File: src/rtl/csa_defs.vh
// Purpose: shared helpers for the carry-skip pipeline adder (block count, geometry check).
// Latency: n/a (elaboration-time macros only).
// Backpressure: n/a.
`ifndef CSA_DEFS_VH
`define CSA_DEFS_VH

// Number of skip blocks, which is also the pipeline depth.
`define CSA_NBLK(w, b) ((w) / (b))

// Elaboration guard: operand width must be a nonzero multiple of the block size.
`define CSA_CHECK_GEOMETRY(w, b) \
  if ((((w) % (b)) != 0) || ((w) < (b))) begin : g_csa_geometry_check \
    $error("csa_pipe_adder: WIDTH must be a nonzero multiple of BLK"); \
  end

`endif

File: src/rtl/csa_pipe_adder_pkg.sv
// Purpose: shared defaults and helpers for the carry-skip pipeline adder.
// Latency: n/a (types, constants and a combinational helper).
// Backpressure: n/a.
package csa_pipe_adder_pkg;

  localparam int CSA_WIDTH_DEFAULT = 16;
  localparam int CSA_BLK_DEFAULT   = 4;

  // Signed overflow from the MSB column: the carry into the MSB is recovered
  // from its sum bit (s = a ^ b ^ c_in), then compared with the carry out.
  function automatic logic signed_ovf(input logic a_msb, input logic b_msb,
                                      input logic s_msb, input logic c_out);
    return (s_msb ^ a_msb ^ b_msb) ^ c_out;
  endfunction

endpackage

File: src/rtl/csa_block.sv
// Purpose: combinational BLK-bit ripple adder with carry-skip mux.
// Latency: 0 cycles (pure combinational).
// Backpressure: none; the enclosing pipeline stage decides when to capture.
// Ports: a, b (block operands), c_in (block carry in) -> s (block sum),
//        c_out (block carry out), skip (carry taken from the skip path).
module csa_block
  import csa_pipe_adder_pkg::*;
#(
  parameter int BLK = CSA_BLK_DEFAULT
) (
  input  logic [BLK-1:0] a,
  input  logic [BLK-1:0] b,
  input  logic           c_in,
  output logic [BLK-1:0] s,
  output logic           c_out,
  output logic           skip
);

  logic [BLK-1:0] p;
  logic [BLK-1:0] g;
  logic           ripple_c;

  assign p = a ^ b;
  assign g = a & b;

  always_comb begin
    logic c;
    c = c_in;
    s = '0;
    for (int i = 0; i < BLK; i++) begin
      s[i] = p[i] ^ c;
      c    = g[i] | (p[i] & c);
    end
    ripple_c = c;
  end

  // When every bit propagates the block carry is just c_in, so bypass the ripple chain.
  assign skip  = &p;
  assign c_out = skip ? c_in : ripple_c;

endmodule

File: src/rtl/csa_pipe_adder.sv
// Purpose: pipelined carry-skip adder/subtractor, one register stage per BLK-bit block.
// Latency: NBLK cycles from input transfer to out_valid, +1 per stall cycle; 1 op/cycle.
// Backpressure: in_ready = !out_valid | out_ready; when low the whole pipeline freezes.
// Ports: clk, rst_n (sync, active-low); in_valid/in_ready with a, b, cin, sub;
//        out_valid/out_ready with s, cout, ovf, skip_hits.
`include "csa_defs.vh"

module csa_pipe_adder
  import csa_pipe_adder_pkg::*;
#(
  parameter  int WIDTH = CSA_WIDTH_DEFAULT,
  parameter  int BLK   = CSA_BLK_DEFAULT,
  localparam int NBLK  = `CSA_NBLK(WIDTH, BLK)
) (
  input  logic             clk,
  input  logic             rst_n,
  input  logic             in_valid,
  output logic             in_ready,
  input  logic [WIDTH-1:0] a,
  input  logic [WIDTH-1:0] b,
  input  logic             cin,
  input  logic             sub,
  output logic             out_valid,
  input  logic             out_ready,
  output logic [WIDTH-1:0] s,
  output logic             cout,
  output logic             ovf,
  output logic [NBLK-1:0]  skip_hits
);

  `CSA_CHECK_GEOMETRY(WIDTH, BLK)

  // Per-stage state. Operands are shifted right as blocks are consumed, so every
  // stage works on bits [BLK-1:0]; sum and skip flags shift in from the top so
  // they land fully aligned after the last stage.
  logic             vld_q [NBLK];
  logic [WIDTH-1:0] a_q   [NBLK];
  logic [WIDTH-1:0] bp_q  [NBLK];
  logic [WIDTH-1:0] s_q   [NBLK];
  logic             c_q   [NBLK];
  logic             ovf_q [NBLK];
  logic [NBLK-1:0]  sk_q  [NBLK];

  logic             advance;
  logic [WIDTH-1:0] b_eff;
  logic             c0;

  assign in_ready = !vld_q[NBLK-1] | out_ready;
  assign advance  = in_ready;

  // Subtraction is a + ~b + 1; the incoming carry is ignored in that mode.
  assign b_eff = sub ? ~b : b;
  assign c0    = sub | cin;

  for (genvar k = 0; k < NBLK; k++) begin : g_stage
    logic             v_in;
    logic [WIDTH-1:0] a_in;
    logic [WIDTH-1:0] bp_in;
    logic [WIDTH-1:0] s_in;
    logic             c_in;
    logic [NBLK-1:0]  sk_in;
    logic [BLK-1:0]   blk_s;
    logic             blk_c;
    logic             blk_sk;
    logic [WIDTH+BLK-1:0] s_cat;
    logic [NBLK:0]        sk_cat;

    if (k == 0) begin : g_first
      assign v_in  = in_valid;
      assign a_in  = a;
      assign bp_in = b_eff;
      assign s_in  = '0;
      assign c_in  = c0;
      assign sk_in = '0;
    end else begin : g_next
      assign v_in  = vld_q[k-1];
      assign a_in  = a_q[k-1];
      assign bp_in = bp_q[k-1];
      assign s_in  = s_q[k-1];
      assign c_in  = c_q[k-1];
      assign sk_in = sk_q[k-1];
    end

    csa_block #(.BLK(BLK)) u_blk (
      .a     (a_in[BLK-1:0]),
      .b     (bp_in[BLK-1:0]),
      .c_in  (c_in),
      .s     (blk_s),
      .c_out (blk_c),
      .skip  (blk_sk)
    );

    assign s_cat  = {blk_s, s_in};
    assign sk_cat = {blk_sk, sk_in};

    always_ff @(posedge clk) begin
      if (!rst_n) begin
        vld_q[k] <= 1'b0;
        a_q[k]   <= '0;
        bp_q[k]  <= '0;
        s_q[k]   <= '0;
        c_q[k]   <= 1'b0;
        ovf_q[k] <= 1'b0;
        sk_q[k]  <= '0;
      end else if (advance) begin
        vld_q[k] <= v_in;
        a_q[k]   <= a_in >> BLK;
        bp_q[k]  <= bp_in >> BLK;
        s_q[k]   <= s_cat[WIDTH+BLK-1:BLK];
        c_q[k]   <= blk_c;
        // Only meaningful in the last stage, where this block holds the MSB.
        ovf_q[k] <= signed_ovf(a_in[BLK-1], bp_in[BLK-1], blk_s[BLK-1], blk_c);
        sk_q[k]  <= sk_cat[NBLK:1];
      end
    end
  end

  assign out_valid = vld_q[NBLK-1];
  assign s         = s_q[NBLK-1];
  assign cout      = c_q[NBLK-1];
  assign ovf       = ovf_q[NBLK-1];
  assign skip_hits = sk_q[NBLK-1];

endmodule
File: config.mk
export PLATFORM = sky130hd
export DESIGN_NAME = csa_pipe_adder
export DESIGN_NICKNAME = d
export VERILOG_FILES = /design/src/rtl/csa_pipe_adder_pkg.sv /design/src/rtl/csa_block.sv /design/src/rtl/csa_pipe_adder.sv
export VERILOG_INCLUDE_DIRS = /design/src /design/src/rtl
export SDC_FILE = /design/constraint.sdc
export NUM_CORES = 1
export LEC_CHECK = 0
export CAP_MARGIN = 10
export CORE_MARGIN = 1.5
export CORE_UTILIZATION = 58
export DETAILED_ROUTE_END_ITERATION = 7
export PLACE_DENSITY = 0.83
export SLEW_MARGIN = 20
export SYNTH_ARGS = -nofsm -noshare
export SYNTH_HDL_FRONTEND = slang
export SYNTH_SLANG_ARGS = --single-unit
File: constraint.sdc
create_clock -name clk -period 8 [get_ports clk]
set_input_delay 1.2 -clock clk [delete_from_list [all_inputs] [get_ports clk]]
set_output_delay 1.2 -clock clk [all_outputs]
set_load 0.005 [all_outputs]
-- After elaboration in Yosys (flattened, before gate mapping)
Memories as Yosys holds them, arrays and structs flattened.
Cells that the tools add are included.
- flip-flop bits (word level): 0
- RAM bits: 188
- bits of input ports: 38
- output and inout port bits: 24
- memories: 7
- multiplexer cells: 37
- bitwise logic cells: 99
- reductions and logical operators: 5
- memories (name ; depth ; bits a word ; rd ports ; clocked after memory_dff ; wr ports ; RTL line ; RTL):
    s_q ; 4 ; 16 ; 4 ; 0 ; 4 ; csa_pipe_adder.sv:39 ; logic [WIDTH-1:0] s_q [NBLK];
    a_q ; 4 ; 12 ; 3 ; 0 ; 4 ; csa_pipe_adder.sv:37 ; logic [WIDTH-1:0] a_q [NBLK];
    bp_q ; 4 ; 12 ; 3 ; 0 ; 4 ; csa_pipe_adder.sv:38 ; logic [WIDTH-1:0] bp_q [NBLK];
    sk_q ; 4 ; 4 ; 4 ; 0 ; 4 ; csa_pipe_adder.sv:42 ; logic [NBLK-1:0] sk_q [NBLK];
    c_q ; 4 ; 1 ; 4 ; 0 ; 4 ; csa_pipe_adder.sv:40 ; logic c_q [NBLK];
    ovf_q ; 4 ; 1 ; 1 ; 0 ; 4 ; csa_pipe_adder.sv:41 ; logic ovf_q [NBLK];
    1 more memories ; -- ; -- ; -- ; -- ; -- ; -- ;
- operator list (operator ; count):
    2-to-1 mux 12 bit ; 8
    2-to-1 mux 16 bit ; 5
    OR 1 bit ; 46
    XOR 1 bit ; 28
    2-to-1 mux 1 bit ; 20
    bitwise AND 1 bit ; 16
    bitwise AND 4 bit ; 4
    2-to-1 mux 4 bit ; 4
    NOT 16 bit ; 1
    AND reduction 4 bit ; 4
    XOR 4 bit ; 4
    zero test 1 bit ; 1

-- Depth between registers and ports, before layout
- word-level depth: 14
- depth in mapped cells: 11

-- Cells and area by module
Synthesis repeated with hierarchy kept, for this count alone.
- cell total of the unflattened synthesis: 338
- area, all modules: 5012.3 um^2
- modules (own cells, without submodules) (module ; times used ; cells an instance ; area each (um^2) ; sequential area each (um^2)):
    csa_pipe_adder ; 1 ; 262 ; 4271.6 ; 3193.1
    csa_block ; 4 ; 19 ; 185.2 ; 0.0

-- Worst setup path after synthesis
OpenSTA, ideal clock, no wires.
- path kind: input -> register
- from: input rst_n
- to: memory a_q[0][0] (netlist name) (enable)
- arrival: 3.921 ns
- data required time: 6.786 ns
- setup slack: 2.865 ns
- stages: 3
- path buffers: 2
- path through: buf_4 -> clkbuf_1 -> nand3b_1
- RTL lines (what ; RTL line ; RTL):
    start, declared ; csa_pipe_adder.sv:16 ; input logic rst_n,
    end, declared ; csa_pipe_adder.sv:37 ;

==> summary.txt <==
Placed inst area - 0.00548 mm²
Reg2Reg Capture Point - ovf_q[3]
Tightest Pin Transition - 0.998 ns
Critical path startpoint category - input port
CP Depth - 8
Top delay family on crit path - adder cells
Maximum clock frequency - 237 MHz
Grt peak-use layer - met2
Post-CTS setup buffers - 0
H-tree Lvls - 3
Max Cap Viol - 0
Root Driver - clkbuf_8
Top-Level Pins - 62
CP cell instances - clkdlybuf4s50_1 > xor2_1 > inv_1 > fa_1 > fa_1 > fa_1 > fa_1 > nor2_1
Leak - 0.00257 µW
Clock Tree Buf Depth - 2
Crit share post-route - 52.7%
Total track usage - 15.5%
Average wire per standard cell - 12.9 µm
WP data required - 8.12 ns
Largest net degree at the start of global routing - 88
Critical path class - in2reg
GR Layer Usage met1 - 18.0%
Setup crit start - sub
Die area - 0.00900 mm²
Post-Route Setup TNS - 0 ns
VDD IR-drop max - 0.110 mV
DIE HEIGHT - 94.9 µm
CTS buffer count - 9
Post-route ant nets - 0
RSZ-0062 raised after global routing - false
Grt met2 use - 27.1%
Sequential area share after synthesis - 65.2%
Vias in the first global route - 2352
CTS clk-pin slew, worst paths - 0.09 ns
Initial Utilization - 59.6%
Ant diodes - 0
Fillers - 557
PwrDens - 195 mW/mm²
Crit path largest cell delay - 1.07 ns
FF-to-FF setup slack - 5.08 ns
Post-CTS Hold Fix Bufs - 0
Initial antenna violation count - 0
Path depth of the worst reg2reg path - 11
GP Congestion - 0.837
Mapped Area - 0.00490 mm²
First-pass GRT wire length - 10300 µm
Cell repeated most along the worst path - fa_1
Hold Crit Class - reg2reg
Sum of buffers and inverters on the critical path - 2
Clk Latency, worst-skew pair - 0.36 ns
CP max-delay cell - clkdlybuf4s50_1
Die width - 94.9 µm
CTS Sinks - 107
WP data arrival - 4.33 ns
PortBufs - 61
Synth Net Count - 399
Via count - 2511
CTS resizes - 0
Prevailing post-synth register cell - edfxtp_1
Post-DP HPWL - 3980 µm
Share of flip-flops with an asynchronous set or reset - 0%
TritonCTS clock tree - yes
Wirelength, routed - 6330 µm
Status - finished, final reports clean
Fin. max-slew vios - 0
Share of layout cells above drive strength 1 - 7.49%
Rows - 33
Area grow syn2layout - 16.2%
Yosys warns - 0
Worst Setup EP - s_q[0][15]
Met3 Usage GRT - 2.58%
Detailed Routing Iterations Pass 1 - 6
DRT iter0 DRCs - 221
Mapped Cells - 329
Nets@finish - 452
Post-route minimum period - 4.21 ns
Setup Skew - 0.00924 ns
Synth cell types - 25
Nature of the critical path endpoint - register
Crit path max fanout - 18
Max_slew headroom - 33.5%
Finished Cell Area - 0.00569 mm²
Syn_area_per_cell - 14.9 µm²
Setup-failing EPs final - 0
Core Region - 0.00822 mm²
Final Hold Viols - 0
RR Startpoint - bp_q[1][0]
Register bit total from synthesis - 107
Via density - 5.10
Number of synthesized flops with an enable pin - 105
Post-route DRC - 0
Grt total ovfl - 0
==> how the worst min path moves through the flow <==
stage | from | end | slack [ns] | cells past startpoint
finish | vld_q[2] | vld_q[2] | 0.53 | 2
floorplan | vld_q[2] | vld_q[2] | 0.47 | 2
global placement | vld_q[1] | vld_q[2] | 0.49 | 2
detailed placement | vld_q[2] | vld_q[2] | 0.51 | 2
global route | s_q[2][13] | s_q[3][9] | 0.57 | 1
CTS | vld_q[2] | vld_q[2] | 0.53 | 2
==> tightest hold or removal path: stages, from the launching register on <==
cell     delay (ns)
dfxtp_1        0.32
mux2i_1        0.12
nor2b_1        0.06
==> Yosys cell counts, types with 2 or more instances <==
master	instances	area share, %
xnor2_1	15	2.7
nand4_1	3	0.38
edfxtp_1	105	64
fa_1	16	6.5
buf_4	2	0.31
nor2_1	21	1.6
buf_6	12	2.8
inv_1	26	2.0
mux2i_1	2	0.41
clkbuf_1	8	0.61
xor2_1	4	0.72
a21oi_1	3	0.31
dfxtp_1	2	0.82
nor2_2	8	1.0
and3_1	77	9.8
ha_1	16	4.1
==> metrics by stage <==
| stage | worst slack, ns | power [µW] | hold slack [ns] | instances | util (%) |
|---|---|---|---|---|---|
| floorplan | 2.87 | 739 | 0.474 | 329 | - |
| global route | 3.63 | 1150 | 0.567 | 492 | 69.3 |
| global placement | 3.49 | 775 | 0.487 | 476 | 66.7 |
| CTS | 3.77 | 1120 | 0.531 | 492 | 69.3 |
| detailed placement | 3.38 | 781 | 0.508 | 476 | 66.7 |
| finish | 3.79 | 1110 | 0.529 | 492 | 69.3 |
==> layout make-up <==
| type | count | area [µm²] | share of cell area, % |
|---|---|---|---|
| flip-flops and latches | 107 | 3190 | 56.1 |
| multi-input cells | 174 | 1430 | 25.1 |
| repair buffers | 64 | 628 | 11.0 |
| well taps | 105 | 131 | 2.31 |
| clock buffers | 9 | 124 | 2.18 |
| inverters | 26 | 97.6 | 1.71 |
| clock inverters | 7 | 90.1 | 1.58 |
==> registers in the layout (all words and copies together) (netlist names) <==
name   flops
s_q       40
a_q       24
bp_q      24
sk_q      10
c_q        4
vld_q      4
ovf_q      1
==> cell families (layout without fill, tap and decap cells) <==
logic type	after synthesis	in the layout	synth area share (%)
and+or+nand+nor	116	116	14.1
DFF	107	107	65.2
muxes	2	2	0.409
buffers and inverters	48	106	5.67
xor gates and xnor gates	19	19	3.40
AOI/OAI and AO/OA	5	5	0.562
adders and majority gates	32	32	10.6
==> power by group <==
part           internal [µW]  leakage (µW)  switching (µW)
clock network            175      0.000109             168
logic                   56.3       0.00119            44.3
registers                654       0.00127            12.1
==> cell usage in the layout, fill, tap and decap left out, drive strengths merged, types with 4 or more instances in the layout <==
cell type and n:
xor2 4, clkbuf 9, inv 27, buf 4, fa 16, nor2 29
clkdlybuf4s50 60, clkinv 4, edfxtp 105, ha 16, xnor2 15, and3 77
==> per-layer routing <==
layer	wire (µm)	share of wire, %
met4	136	2.1
met2	3250	51
met3	275	4.3
met1	2670	42
met5	0	0
Note: power is estimated with default switching activity, not from simulation.
